**src/rtl/store_commit_drainer_pkg.sv**
```systemverilog
// Shared load/store unit types: store-queue index/count paths, D-cache block
// payload widths and the store drainer state encoding.
package LoadStoreUnitTypes;

  localparam int SQ_ENTRY_NUM_DEF = 16;
  localparam int COMMIT_WIDTH_DEF = 2;
  localparam int BLOCK_ADDR_W_DEF = 29;
  localparam int BLOCK_DATA_W_DEF = 64;
  localparam int WORD_WE_W_DEF    = 2;
  localparam int BYTE_WE_W_DEF    = 4;

  localparam int SQ_INDEX_W = $clog2(SQ_ENTRY_NUM_DEF);

  typedef logic [SQ_INDEX_W-1:0]       StoreQueueIndexPath;
  typedef logic [SQ_INDEX_W:0]         StoreQueueCountPath;
  typedef logic [BLOCK_ADDR_W_DEF-1:0] BlockAddrPath;
  typedef logic [BLOCK_DATA_W_DEF-1:0] BlockDataPath;
  typedef logic [WORD_WE_W_DEF-1:0]    BlockWordWePath;
  typedef logic [BYTE_WE_W_DEF-1:0]    BlockByteWePath;

  typedef enum logic [1:0] {
    DRAIN_IDLE       = 2'd0,
    DRAIN_ISSUE      = 2'd1,
    DRAIN_WAIT_RETRY = 2'd2
  } DrainerState;

endpackage

```
**src/rtl/store_drain_payload_reg.sv**
```systemverilog
// Holding register for the store being written to the D-cache. Loaded once
// when the drainer leaves IDLE so the request payload stays frozen while the
// cache applies backpressure.
module store_drain_payload_reg #(
  parameter int ADDR_W    = 29,
  parameter int DATA_W    = 64,
  parameter int WORD_WE_W = 2,
  parameter int BYTE_WE_W = 4
) (
  input  logic                 clk,
  input  logic                 rst,
  input  logic                 i_load,
  input  logic [ADDR_W-1:0]    i_addr,
  input  logic [DATA_W-1:0]    i_data,
  input  logic [WORD_WE_W-1:0] i_word_we,
  input  logic [BYTE_WE_W-1:0] i_byte_we,
  output logic [ADDR_W-1:0]    o_addr,
  output logic [DATA_W-1:0]    o_data,
  output logic [WORD_WE_W-1:0] o_word_we,
  output logic [BYTE_WE_W-1:0] o_byte_we
);

  logic [ADDR_W-1:0]    r_addr;
  logic [DATA_W-1:0]    r_data;
  logic [WORD_WE_W-1:0] r_word_we;
  logic [BYTE_WE_W-1:0] r_byte_we;

  // Capture the SQ entry on load; hold otherwise.
  always_ff @(posedge clk) begin
    if (rst) begin
      r_addr    <= '0;
      r_data    <= '0;
      r_word_we <= '0;
      r_byte_we <= '0;
    end else if (i_load) begin
      r_addr    <= i_addr;
      r_data    <= i_data;
      r_word_we <= i_word_we;
      r_byte_we <= i_byte_we;
    end
  end

  assign o_addr    = r_addr;
  assign o_data    = r_data;
  assign o_word_we = r_word_we;
  assign o_byte_we = r_byte_we;

endmodule

```
**src/rtl/store_commit_drainer.sv**
```systemverilog
// Drains committed stores from the store queue head into the D-cache, one
// entry at a time, in commit order. Suppressed stores are released without a
// cache write. Committed stores are architectural, so nothing but reset
// stops the drain.
//
//   state            | meaning
//   -----------------+--------------------------------------------------
//   DRAIN_IDLE       | look at SQ head; release suppressed store or latch
//   DRAIN_ISSUE      | first cycle of cache write request
//   DRAIN_WAIT_RETRY | cache refused; hold request and payload until ack
module store_commit_drainer
  import LoadStoreUnitTypes::*;
#(
  parameter int SQ_ENTRY_NUM = SQ_ENTRY_NUM_DEF,
  parameter int COMMIT_WIDTH = COMMIT_WIDTH_DEF,
  parameter int BLOCK_ADDR_W = BLOCK_ADDR_W_DEF,
  parameter int BLOCK_DATA_W = BLOCK_DATA_W_DEF,
  parameter int WORD_WE_W    = WORD_WE_W_DEF,
  parameter int BYTE_WE_W    = BYTE_WE_W_DEF,
  localparam int IDX_W = $clog2(SQ_ENTRY_NUM),
  localparam int CNT_W = IDX_W + 1,
  localparam int NUM_W = $clog2(COMMIT_WIDTH + 1)
) (
  input  logic                    clk,
  input  logic                    rst,
  input  logic [NUM_W-1:0]        commitStoreNum,
  output logic [IDX_W-1:0]        retiredStoreQueuePtr,
  input  logic [BLOCK_ADDR_W-1:0] retiredStoreAddr,
  input  logic [BLOCK_DATA_W-1:0] retiredStoreData,
  input  logic [WORD_WE_W-1:0]    retiredStoreWordWE,
  input  logic [BYTE_WE_W-1:0]    retiredStoreByteWE,
  input  logic                    retiredStoreCondEnabled,
  output logic                    dcWriteReq,
  output logic [BLOCK_ADDR_W-1:0] dcWriteAddr,
  output logic [BLOCK_DATA_W-1:0] dcWriteData,
  output logic [WORD_WE_W-1:0]    dcWriteWordWE,
  output logic [BYTE_WE_W-1:0]    dcWriteByteWE,
  input  logic                    dcWriteAck,
  output logic                    releaseStoreQueueHead,
  output logic [NUM_W-1:0]        releaseStoreQueueHeadEntryNum,
  output logic [CNT_W-1:0]        pendingCount,
  output logic                    drainerIdle
);

  DrainerState      r_state;
  DrainerState      w_state_next;
  logic [IDX_W-1:0] r_drain_ptr;
  logic [CNT_W-1:0] r_pending;
  logic [CNT_W:0]   w_pending_sum;
  logic             w_release;
  logic             w_latch;
  logic             w_req;

  // State register.
  always_ff @(posedge clk) begin
    if (rst) r_state <= DRAIN_IDLE;
    else     r_state <= w_state_next;
  end

  // Next state, release and request decode.
  always_comb begin
    w_state_next = r_state;
    w_release    = 1'b0;
    w_latch      = 1'b0;
    w_req        = 1'b0;
    case (r_state)
      DRAIN_IDLE: begin
        if (r_pending != '0) begin
          if (!retiredStoreCondEnabled) begin
            w_release = 1'b1;
          end else begin
            w_latch      = 1'b1;
            w_state_next = DRAIN_ISSUE;
          end
        end
      end
      DRAIN_ISSUE, DRAIN_WAIT_RETRY: begin
        w_req = 1'b1;
        if (dcWriteAck) begin
          w_release    = 1'b1;
          w_state_next = DRAIN_IDLE;
        end else begin
          w_state_next = DRAIN_WAIT_RETRY;
        end
      end
      default: w_state_next = DRAIN_IDLE;
    endcase
  end

  // One extra bit so overflow and underflow stay visible to the checks below.
  assign w_pending_sum = {1'b0, r_pending} + (CNT_W+1)'(commitStoreNum)
                       - (CNT_W+1)'(w_release);

  // Pending count and drain pointer; the pointer wraps naturally (power of two).
  always_ff @(posedge clk) begin
    if (rst) begin
      r_pending   <= '0;
      r_drain_ptr <= '0;
    end else begin
      r_pending <= w_pending_sum[CNT_W-1:0];
      if (w_release) r_drain_ptr <= r_drain_ptr + IDX_W'(1);
    end
  end

  store_drain_payload_reg #(
    .ADDR_W   (BLOCK_ADDR_W),
    .DATA_W   (BLOCK_DATA_W),
    .WORD_WE_W(WORD_WE_W),
    .BYTE_WE_W(BYTE_WE_W)
  ) u_payload (
    .clk      (clk),
    .rst      (rst),
    .i_load   (w_latch),
    .i_addr   (retiredStoreAddr),
    .i_data   (retiredStoreData),
    .i_word_we(retiredStoreWordWE),
    .i_byte_we(retiredStoreByteWE),
    .o_addr   (dcWriteAddr),
    .o_data   (dcWriteData),
    .o_word_we(dcWriteWordWE),
    .o_byte_we(dcWriteByteWE)
  );

  assign retiredStoreQueuePtr          = r_drain_ptr;
  assign dcWriteReq                    = w_req;
  assign releaseStoreQueueHead         = w_release;
  assign releaseStoreQueueHeadEntryNum = NUM_W'(w_release);
  assign pendingCount                  = r_pending;
  assign drainerIdle                   = (r_pending == '0) && (r_state == DRAIN_IDLE);

  // Protocol sanity: no SQ overflow, no release from empty, no stray ack.
  always_ff @(posedge clk) begin
    if (!rst) begin
      assert (w_pending_sum <= (CNT_W+1)'(SQ_ENTRY_NUM));
      assert (!(w_release && (r_pending == '0)));
      assert (!(dcWriteAck && !w_req));
    end
  end

endmodule

```
**config.mk**
```make
export PLATFORM = sky130hd
export DESIGN_NAME = store_commit_drainer
export DESIGN_NICKNAME = d
export VERILOG_FILES = /design/src/rtl/store_commit_drainer_pkg.sv /design/src/rtl/store_drain_payload_reg.sv /design/src/rtl/store_commit_drainer.sv
export SDC_FILE = /design/constraint.sdc
export NUM_CORES = 1
export LEC_CHECK = 0
export ABC_AREA = 0
export CORE_MARGIN = 2
export CORE_UTILIZATION = 40
export DETAILED_ROUTE_END_ITERATION = 16
export PLACE_DENSITY = 0.93
export SLEW_MARGIN = 0
export SYNTH_ARGS = -nofsm -noshare
export SYNTH_HDL_FRONTEND = slang
export SYNTH_SLANG_ARGS = --single-unit
```
**constraint.sdc**
```tcl
create_clock -name clk -period 4.93 [get_ports clk]
set_clock_uncertainty 0.2 [all_clocks]
set_input_delay 0.493 -clock clk [delete_from_list [all_inputs] [get_ports clk]]
set_output_delay 0.493 -clock clk [all_outputs]
set_load 0.01 [all_outputs]
```
## Word-level counts from Yosys, hierarchy flattened

Index checks and enable logic that the tools add are counted.

| cells by class | value |
|---|---|
| equal/unequal tests | 4 |
| add/sub/neg operators | 3 |
| mux-type cells | 12 |
| reductions and logical operators | 6 |

Operators with widths:

| kind | count |
|---|---|
| $mux W1 | 7 |
| $mux W2 | 3 |
| $add A5 B2 Y5 | 1 |
| $logic_not A5 Y1 | 1 |
| $reduce_bool A5 Y1 | 1 |
| $sub A5 B1 Y5 | 1 |
| $add A4 B1 Y4 const B | 1 |
| $ne A2 B2 Y1 const B | 2 |
| $pmux W2 S2 | 1 |
| $eq A2 B1 Y1 const B | 1 |
| $eq A2 B2 Y1 const B | 1 |
| $logic_not A2 Y1 | 1 |
| $pmux W1 S2 | 1 |
| $reduce_and A2 Y1 | 1 |
| $reduce_or A2 Y1 | 1 |
| $logic_and A1 B1 Y1 | 1 |

| storage, ports and cells | value |
|---|---|
| logic and storage cells | 32 |
| input bits | 105 |
| register bits | 110 |
| output and inout bits | 113 |

## Longest topological paths before layout

| depth | value |
|---|---|
| depth after elaboration | 4 |
| gate-level depth with buffers | 14 |
| depth with buffers taken out | 14 |

## By module

A second synthesis with hierarchy kept.

| unflattened totals | value |
|---|---|
| cell total of the unflattened synthesis | 400 |
| area total of the unflattened synthesis | 4190.3 µm² |

By module, submodules not included:

| module | instances | cells each | area an instance (µm²) | seq. area each (µm²) |
|---|---|---|---|---|
| store_drain_payload_reg | 1 | 319 | 3483.3 | 1981.9 |
| store_commit_drainer | 1 | 81 | 706.9 | 220.2 |

## Worst setup path before layout

OpenSTA, ideal clock, no wires.

| timing | value |
|---|---|
| path type | register to register |
| from | register r_pending[2], in the netlist pendingCount[2] |
| to | register r_pending[4], in the netlist pendingCount[4] |
| data required time | 4.599 ns |
| cell stages (with the launch flop) | 15 |
| period minus slack after synthesis | 3.063 ns |
| arrival time | 2.732 ns |
| setup time | 0.131 ns |
| buffers on the path | 0 |
| slack | 1.867 ns |
| cells stage by stage | dfxtp_1 > inv_1 > ha_1 > or4b_4 > a2bb2oi_1 > inv_1 > ha_1 > inv_1 > ha_1 > inv_1 > fa_1 > nor2b_1 > o21bai_1 > a21oi_1 > nor3b_1 |

| between the ends | value |
|---|---|
| word-level cells in the longest chain between the ends | 4 |
| elaborated cells on any way between the ends | 5 |
| those cells by class | 2 x add/sub; 2 x mux; 1 x reduce/logical |

RTL lines:

| what | RTL line | text |
|---|---|---|
| start: declaration | store_commit_drainer.sv:48 | `logic [CNT_W-1:0] r_pending;` |
| start signal: assignment | store_commit_drainer.sv:100 | `r_pending <= w_pending_sum[CNT_W-1:0];` |
| $reduce_bool A5 Y1 | store_commit_drainer.sv:68 | `if (r_pending != '0) begin` |
| $mux W1 | store_commit_drainer.sv:68 |  |
| $pmux W1 S2 | store_commit_drainer.sv:66 | `case (r_state)` |
| via releaseStoreQueueHead | store_commit_drainer.sv:39 | `output logic releaseStoreQueueHead,` |
| $sub A5 B1 Y5 | store_commit_drainer.sv:92 | `- (CNT_W+1)'(w_release);` |

The timed path passes the listed nets, and every way through them passes these cells.
A chain may end at the register's enable or synchronous reset.

## Worst setup path after layout

| timing | value |
|---|---|
| from | register r_pending[3], in the netlist pendingCount[3] |
| to | register r_pending[4], in the netlist pendingCount[4] |

| between the ends | value |
|---|---|
| word-level cells in the longest chain between the ends | 4 |
| elaborated cells on any way between the ends | 5 |
| those cells by class | 2 x add/sub; 2 x mux; 1 x reduce/logical |

RTL lines:

| what | RTL line |
|---|---|
| branches (longest 3 deep; another with $add A5 B2 Y5) | -- |
| $sub A5 B1 Y5 * | store_commit_drainer.sv:92 |

Every way passes the cells marked *.

==> insert_results.sql <==
INSERT INTO impl_metrics (metric_group, metric, value, unit) VALUES
('outcome', 'result_of_the_run', 'finished, final reports clean', ''),
('timing', 'setup_ws', '1568', 'ps'),
('clocking', 'ctsHtreeMaxLevel', '3', ''),
('timing', 'period_share', '0.6820', ''),
('critical_path', 'crit_path_max_fanout', '7', ''),
('placed_design', 'dp_worst_slack', '1572', 'ps'),
('clocking', 'number_of_clock_sinks_seen_by_cts', '110', ''),
('cells_and_area', 'num_antenna_cells', '0', ''),
('critical_path', 'worst_ep_required_time', '4930', 'ps'),
('global_routing', 'grt_antenna_before_repair', '0', ''),
('critical_path', 'critical-path-top-delay-family', 'adder cells', ''),
('clocking', 'ctsResizeCount', '0', ''),
('yosys', 'synth-seq-cells', '110', ''),
('timing', 'timing.final.max_slew_violations', '0', ''),
('yosys', 'post-synth-top-area-fraction', '0.5328', ''),
('cells_and_area', 'multiInputGateArea', '0.001698', 'mm2'),
('flow_run', 'cap_violations', '0', ''),
('clocking', 'hold_buffers', '0', ''),
('clocking', 'tritoncts', 'yes', ''),
('critical_path', 'worst_r2r_startpoint', 'pendingCount[3]', ''),
('yosys', 'syn_area', '0.004133', 'mm2'),
('cells_and_area', 'number_of_inserted_filler_cells_in_the_final_layout', '838', ''),
('clocking', 'max-clock-path-buffers', '2', ''),
('floorplan', 'placement_rows', '37', ''),
('critical_path', 'path_class', 'register to register', ''),
('cells_and_area', 'finalNetCount', '819', ''),
('floorplan', 'core', '0.01018', 'mm2'),
('timing', 'final_setup_violating_endpoints', '0', ''),
('timing', 'slew_hr', '0.2780', ''),
('clocking', 'cts_setup_buffers', '0', ''),
('global_routing', 'grt_start_max_net_pins', '113', ''),
('critical_path', 'critPathLaunch', 'pendingCount[3]', ''),
('power', 'power_density', '494.0', 'mW/mm2'),
('timing', 'rsz0062_at_grt', 'false', ''),
('placed_design', 'gpl.final_weighted_congestion', '0.7216', ''),
('route', 'drtIter0Drc', '175', ''),
('global_routing', 'groute.usage.overall', '0.2014', ''),
('yosys', 'avgSynthCellArea', '8.103', 'um2'),
('timing', 'setup_tns', '0', 'ps'),
('clocking', 'clock_insertion_delay_worst_skew', '350', 'ps'),
('route', 'via_count', '4011', ''),
('critical_path', 'critical_path.cell_chain', 'inv_1, ha_1, or4b_4, a2bb2oi_1, inv_1, ha_1, inv_1, ha_1, inv_1, fa_1, nor2b_1, o21bai_1, a21oi_1, nor3b_1', ''),
('worst_hold_path', 'worstHoldStart', 'u_payload.o_addr[3]', ''),
('timing', 'worst_slew_pin_slew', '1083', 'ps'),
('clocking', 'cts_root_buf', 'sky130_fd_sc_hd__clkbuf_8', ''),
('global_routing', 'grt_pass1_vias', '4063', ''),
('clocking', 'clkSlewWorstSetupHoldPaths', '100', 'ps'),
('floorplan', 'fp.dieArea', '0.01116', 'mm2'),
('yosys', 'seq_area_frac_synth', '0.5328', ''),
('yosys', 'number_of_enable_type_register_cells_in_the_synthesized_netlist', '0', ''),
('yosys', 'netlist_top_cells_area', 'sky130_fd_sc_hd__dfxtp_1, sky130_fd_sc_hd__nand2_1, sky130_fd_sc_hd__a21oi_1, sky130_fd_sc_hd__ha_1, sky130_fd_sc_hd__nand2_2', ''),
('power', 'ir_worst_vdd', '0.3753', 'mV'),
('critical_path', 'worst_setup_path_start_kind', 'register', ''),
('floorplan', 'die_x', '105.6', 'um'),
('cells_and_area', 'areaGrowthSynthToFinish', '57.13', '%'),
('route', 'wl_per_cell', '13.51', 'um'),
('critical_path', 'worstReg2RegEnd', 'pendingCount[4]', ''),
('critical_path', 'critPathArrivalTime', '3360', 'ps'),
('critical_path', 'path_buf_inv', '4', ''),
('route', 'routed_wirelength', '11.39', 'mm'),
('clocking', 'cts_inserted_buffers', '9', ''),
('yosys', 'synthesis.instances', '510', ''),
('yosys', 'synth.net_count', '627', ''),
('yosys', 'synth_top_cell_by_area', 'sky130_fd_sc_hd__dfxtp_1', ''),
('worst_hold_path', 'hold-path-endpoint', 'u_payload.o_addr[3]', ''),
('yosys', 'postSynth.topFlopCell', 'sky130_fd_sc_hd__dfxtp_1', ''),
('yosys', 'yosys_warning_total', '0', ''),
('worst_hold_path', 'whs_path_depth', '2', ''),
('yosys', 'yosysMostFrequentCell', 'sky130_fd_sc_hd__nand2_1', ''),
('critical_path', 'critPathSlowestCell', 'sky130_fd_sc_hd__or4b_4', ''),
('yosys', 'number_of_distinct_library_cells_after_synthesis', '33', '');
## flip-flops by register name, indices dropped and copies added, names as in the netlist
signal,count
pendingCount,5
r_state,2
retiredStoreQueuePtr,4
u_payload.o_addr,29
u_payload.o_byte_we,4
u_payload.o_data,64
u_payload.o_word_we,2
## cells in the final DEF, fill, tap and decap left out, drive strengths merged, types with 2 or more instances in the layout
cell type,instances
clkbuf,13
nand3,3
clkdlybuf4s50,215
inv,15
a21oi,103
nor2,6
bufinv,2
o21ai,2
nor2b,3
mux2i,2
nand2,200
xnor2,2
nor3b,3
dfxtp,110
ha,11
## metrics by stage
step / util / std cells / total power [mW] / hold slack [ps] / instance area [um2]
after floorplan: - / 510 / 2.029 / 280.5 / 4133
after global placement: 0.6172 / 827 / 2.593 / 240.4 / 6286
after detailed placement: 0.6172 / 827 / 2.668 / 246.4 / 6286
after CTS: 0.6376 / 843 / 3.244 / 260.1 / 6494
after global routing: 0.6376 / 843 / 3.426 / 276.9 / 6494
final: 0.6376 / 843 / 3.208 / 255.8 / 6494
## per-layer routing
metal  vias to the layer above  share of wire  global-route usage
met1                      1820           0.39              0.2174
met4                         0          0.032             0.09117
li1                       2014              -                   -
met2                       146           0.50              0.3618
met3                        31          0.077             0.05937
met5                         -              0                   0
## where the power goes
part,total (mW),switching [mW],internal (mW),leakage [nW]
Sequential,1.21,0.116,1.10,0.901
Clock,0.571,0.282,0.289,0.102
Combinational,1.42,0.731,0.692,1.41
## area by class of cell
| type | count | share of cell area |
|---|---|---|
| clock inverters | 3 | 0.01060 |
| well taps | 136 | 0.02620 |
| inverters | 15 | 0.008671 |
| repair buffers | 216 | 0.3326 |
| flip-flops and latches | 110 | 0.3391 |
| clock buffers | 13 | 0.02139 |
| multi-input cells | 350 | 0.2615 |
## kinds of logic (layout without fill, tap and decap cells)
family                     Yosys count  after routing  share of synthesized area
and+or+nand+nor                    222            222                     0.2219
AOI/OAI and AO/OA                  110            110                     0.1368
DFF                                110            110                     0.5328
buffers and inverters               50            247                    0.05813
adders and majority gates           12             12                    0.03815
xor gates and xnor gates             3              3                   0.006359
muxes                                2              2                   0.004844
other                                1              1                  0.0009074
## how the worst max path moves through the flow
stage                 endpoint  slack [ps]
6_report       pendingCount[4]        1570
5_1_grt        pendingCount[4]        1420
4_1_cts        pendingCount[4]        1590
3_5_place_dp   pendingCount[4]        1570
3_3_place_gp   pendingCount[4]        1680
2_1_floorplan  pendingCount[4]        1870
## worst min-delay path: stages, from the launching register on
cell and delay (ps):
sky130_fd_sc_hd__dfxtp_1 310, sky130_fd_sc_hd__nand2_1 50, sky130_fd_sc_hd__a21oi_1 50
Power figures use the tool's default switching activity.
